--- src/rtl/adder_seq_ctrl.sv ---
// Sequences a W-bit add through one shared SLICE_W-bit external adder slice, LSB slice first.
// Latency NSLICE+1 cycles from accepted start to done; start is ignored while busy (no queueing).
// Optional ADDER_SEQ_ERRCNT_EN adds err_cnt, a saturating count of inexact slice results.
module adder_seq_ctrl #(
  parameter int SLICE_W = 3,
  parameter int NSLICE  = 4
) (
  input  logic                        clk,
  input  logic                        rst,
  input  logic                        start,
  input  logic [SLICE_W*NSLICE-1:0]   a,
  input  logic [SLICE_W*NSLICE-1:0]   b,
  input  logic                        cin,
  output logic                        busy,
  output logic                        done,
  output logic [SLICE_W*NSLICE-1:0]   sum,
  output logic                        cout,
`ifdef ADDER_SEQ_ERRCNT_EN
  output logic [7:0]                  err_cnt,
`endif
  output logic [SLICE_W-1:0]          slice_a,
  output logic [SLICE_W-1:0]          slice_b,
  output logic                        slice_cin,
  input  logic [SLICE_W-1:0]          slice_s,
  input  logic                        slice_cout
);

  localparam int IW = (NSLICE > 1) ? $clog2(NSLICE) : 1;
  localparam logic [IW-1:0] LAST = IW'(NSLICE - 1);

  typedef enum logic [1:0] {IDLE, RUN, DONE} state_t;

  state_t                          state;
  logic [NSLICE-1:0][SLICE_W-1:0]  a_reg;
  logic [NSLICE-1:0][SLICE_W-1:0]  b_reg;
  logic [NSLICE-1:0][SLICE_W-1:0]  sum_reg;
  logic [IW-1:0]                   idx;
  logic                            carry;
  logic                            accept;

  assign accept = start && (state != RUN);
  assign sum    = sum_reg;

  always_ff @(posedge clk or posedge rst) begin
    if (rst) begin
      state   <= IDLE;
      a_reg   <= '0;
      b_reg   <= '0;
      sum_reg <= '0;
      idx     <= '0;
      carry   <= 1'b0;
      cout    <= 1'b0;
      busy    <= 1'b0;
      done    <= 1'b0;
    end else begin
      done <= 1'b0;
      if (accept) begin
        a_reg   <= a;
        b_reg   <= b;
        carry   <= cin;
        sum_reg <= '0;
        cout    <= 1'b0;
        idx     <= '0;
        state   <= RUN;
        busy    <= 1'b1;
      end else if (state == RUN) begin
        sum_reg[idx] <= slice_s;
        carry        <= slice_cout;
        if (idx == LAST) begin
          state <= DONE;
          busy  <= 1'b0;
          done  <= 1'b1;
          cout  <= slice_cout;
          idx   <= '0;
        end else begin
          idx <= idx + IW'(1);
        end
      end else begin
        state <= IDLE;
      end
    end
  end

  // Slice inputs are quiet outside RUN so the external slice sees no activity.
  always_comb begin
    slice_a   = '0;
    slice_b   = '0;
    slice_cin = 1'b0;
    if (state == RUN) begin
      slice_a   = a_reg[idx];
      slice_b   = b_reg[idx];
      slice_cin = carry;
    end
  end

`ifdef ADDER_SEQ_ERRCNT_EN
  logic [SLICE_W:0] exact;
  assign exact = {1'b0, slice_a} + {1'b0, slice_b} + {{SLICE_W{1'b0}}, slice_cin};

  always_ff @(posedge clk or posedge rst) begin
    if (rst) begin
      err_cnt <= '0;
    end else if (state == RUN && {slice_cout, slice_s} != exact && err_cnt != 8'hFF) begin
      err_cnt <= err_cnt + 8'd1;
    end
  end
`endif

endmodule

--- config.mk ---
export PLATFORM = sky130hd
export DESIGN_NAME = adder_seq_ctrl
export DESIGN_NICKNAME = d
export VERILOG_FILES = /design/src/rtl/adder_seq_ctrl.sv
export SDC_FILE = /design/constraint.sdc
export NUM_CORES = 1
export LEC_CHECK = 0
export ABC_CLOCK_PERIOD_IN_PS = 1900
export CAP_MARGIN = 25
export CELL_PAD_IN_SITES_DETAIL_PLACEMENT = 0
export CELL_PAD_IN_SITES_GLOBAL_PLACEMENT = 1
export CORE_MARGIN = 3
export CORE_UTILIZATION = 39
export DETAILED_ROUTE_END_ITERATION = 7
export PLACE_DENSITY_LB_ADDON = 0.08
export SLEW_MARGIN = 5
export SYNTH_ARGS = -nofsm -noshare
export SYNTH_HDL_FRONTEND = slang
export SYNTH_SLANG_ARGS = --single-unit
--- constraint.sdc ---
create_clock -name clk -period 1.9 [get_ports clk]
set_clock_uncertainty 0.15 [all_clocks]
set_input_delay 0.285 -clock clk [delete_from_list [all_inputs] [get_ports clk]]
set_output_delay 0.285 -clock clk [all_outputs]
set_load 0.03 [all_outputs]
==> impl_metrics.py <==
metrics = {
    "worst_setup_path": {
        "critical_path.max_fanout": 6,
        "worstPathRequired_ns": 1.46,
        "crit_chain": "and2b_4 > nand2_4 > o22ai_2 > buf_6",
        "ff2ff_setup_slack_ns": 0.37,
        "cp-startpoint": "state[1]",
        "cp-end-kind": "output pin",
        "cpPeakStageDelay_ns": 0.38,
        "r2r_cells": 4,
        "crit_slowest_cell": "dfrtp_1",
        "cp-endpoint": "slice_a[0]",
        "crit_arrival_ns": 1.46,
        "worstReg2RegEnd": "sum[1]",
        "worstSetupPathType": "reg2out",
        "rr_startpoint": "idx[1]",
        "startpoint_type": "register",
    },
    "floorplan": {
        "ios": 54,
        "die_width_um": 78.71,
        "core_um2": 4911,
        "num_rows": 25,
        "fp.dieH_um": 78.71,
        "die_area_um2": 6195,
        "start_util_pct": 41.99,
    },
    "power_and_ir_drop": {
        "p_sw_share_pct": 39.19,
        "ir_worst_vdd_uv": 882.5,
        "clkPwrFrac_pct": 11.6,
        "pwr-share-comb_pct": 57.1,
        "power.switching_mw": 2.025,
        "p_leak_nw": 1.295,
        "internal_power_mw": 3.142,
        "seq_power_share_pct": 31.4,
        "power_density_nw_per_um2": 1826,
        "finalPower_mw": 5.167,
    },
    "place": {
        "dp_hpwl_um": 3071,
        "placed_cells": 260,
        "portBuffers": 53,
        "place.gp.congestion": 0.7407,
        "place_area_um2": 2641,
    },
    "flow_run": {
        "maxCapViolCount": 0,
    },
    "grt": {
        "grt.overflow.total": 0,
        "first_global_vias": 1494,
        "grt_first_pass_wirelength_um": 7541,
        "grt_max_degree": 45,
        "antenna_found_initial": 0,
        "grt_usage_pct": 15.57,
    },
    "run_status": {
        "status": "finished, final reports clean",
    },
    "logic_synthesis": {
        "synth_most_common_cell": "dfrtp_1",
        "ys_seq_elements": 44,
        "synth_top_area_cell": "dfrtp_1",
        "synth_cell_type_count": 25,
        "synth_seq_area_share_pct": 53.40,
        "ys.warnings.count": 0,
        "ys.flop_type": "dfrtp_1",
        "synth_cells": 143,
        "synthArstFlopShare_pct": 100.0,
        "synth_top_area_share_pct": 53.40,
        "yosys-top-cells-area": "dfrtp_1 53%, mux2_4 14%, mux2i_1 8.3%",
        "synth_common_cells": "44 x dfrtp_1, 19 x mux2_4, 17 x mux2i_1",
        "syn-num-nets": 180,
        "synth-edff-count": 0,
        "netlist_area_um2": 2062,
        "avgSynthCellArea_um2": 14.42,
    },
    "drt": {
        "drtIter0Drc": 72,
        "drc": 0,
        "viasPerCell": 5.056,
        "totalWireLength_um": 4339,
        "ant_nets": 0,
        "vias": 1360,
        "drtPass1Iterations": 4,
        "wl_per_cell_um": 16.13,
    },
    "clocking": {
        "hold_buffers": 0,
        "numCtsBuffers": 5,
        "cts.sinks": 44,
        "cts_buffer_depth": 2,
        "cts_tree": "yes",
        "clk_latency_ns": 0.29,
        "h-tree-depth": 2,
        "clock-root-buffer": "clkbuf_8",
        "clk_pin_slew_worst_paths_ns": 0.08,
    },
    "finish": {
        "finalNonFillerCells": 269,
        "postLayoutCoreUtil_pct": 57.63,
        "final_area_um2": 2830,
        "drive_gt1_share_pct": 25.25,
        "syn2layout_area_growth_pct": 37.26,
        "fin_nets": 238,
        "antenna_cells": 0,
    },
    "timing": {
        "finalHoldViolations": 0,
        "slew_headroom_pct": 78.18,
        "slew_viol_final": 0,
        "post-route-min-period_ns": 1.894,
        "whs_ns": 0.1820,
        "tightest_slew_ns": 0.3263,
        "finalCritPeriodShare_pct": 99.67,
        "fmax_mhz": 528.0,
        "rsz0062_at_grt": "true",
        "setup_violations": 0,
    },
    "min_path": {
        "hp-class": "in2async",
    },
}
==> logic make-up after synthesis <==
group           Yosys count  share of synthesized area [%]
flops                    44                          53.40
buf+inv                  13                          4.368
mux                      41                          24.82
compound gates           25                          9.770
fa+ha+maj                 5                          3.034
simple gates             15                          4.612
==> metal layers <==
layer / wire length [µm] / global-route usage, %
met3: 251 / 4.082
met5: 0 / 0
met4: 51 / 4.196
met2: 2106 / 25.30
met1: 1931 / 20.63
==> how the worst min path moves through the flow <==
stage	from	to	slack, ns	depth (start not counted)
finish	rst	a_reg[3]	0.18	3
global route	rst	busy	0.18	3
CTS	rst	busy	0.18	3
detailed placement	sum[2]	sum[2]	0.33	1
global placement	sum[8]	sum[8]	0.32	1
floorplan	slice_cout	carry	0.26	2
==> critical path: cells and delay by family (launching register included) <==
family	cells	cell delay, ns
buffers and inverters	1	0.16
DFF	1	0.38
AOI/OAI and AO/OA	1	0.21
and+or+nand+nor	2	0.42
==> stage by stage <==
stage / setup slack, ns / setup TNS [ns]
2_1_floorplan: 0.09810 / 0
3_3_place_gp: 0.1751 / 0
3_5_place_dp: 0.1560 / 0
4_1_cts: -0.0002304 / -0.0002324
5_1_grt: -0.06769 / -0.4006
6_report: 0.006206 / 0
==> repair_timing <==
item                       CTS  global route
resized for setup            7            13
buffers inserted             1             0
setup endpoints to repair    7             7
==> final cells by class <==
type                       instances  area (µm²)
clock buffer                       7       86.33
clock inverter                     1       7.507
fill                             421        2081
inverter                           4       15.01
multi-input combinational         86       923.4
sequential                        44        1102
tap                               67       83.83
timing repair buffer              60       611.8
==> power groups by stage <==
stage               Combinational [mW]  Sequential (mW)  Clock (mW)
finish                            2.95             1.62       0.597
global route                      3.17             1.69       0.670
CTS                               2.78             1.62       0.625
detailed placement                2.67             1.63           0
global placement                  2.62             1.61           0
floorplan                         1.75             1.79           0
==> cell usage in the layout, fill, tap and decap left out, types with 2 or more instances in the layout <==
cell type        synthesis  routed
and2_1                   3       3
clkbuf_8                 0       6
buf_4                    2       5
buf_6                    4       7
o21ai_1                  2       2
a32o_1                  10      10
inv_1                    4       3
o22ai_2                  0       6
mux2i_1                 17      17
nor2_1                   2       2
nand2_1                  4       2
nand2_4                  0       2
mux2_4                  19      19
dfrtp_1                 44      43
nor2b_1                  2       2
clkdlybuf4s50_1          0      46
ha_1                     5       5
mux2_1                   5       5
a31oi_1                  2       2
o2bb2ai_1                2       2
Power figures use the tool's default switching activity.
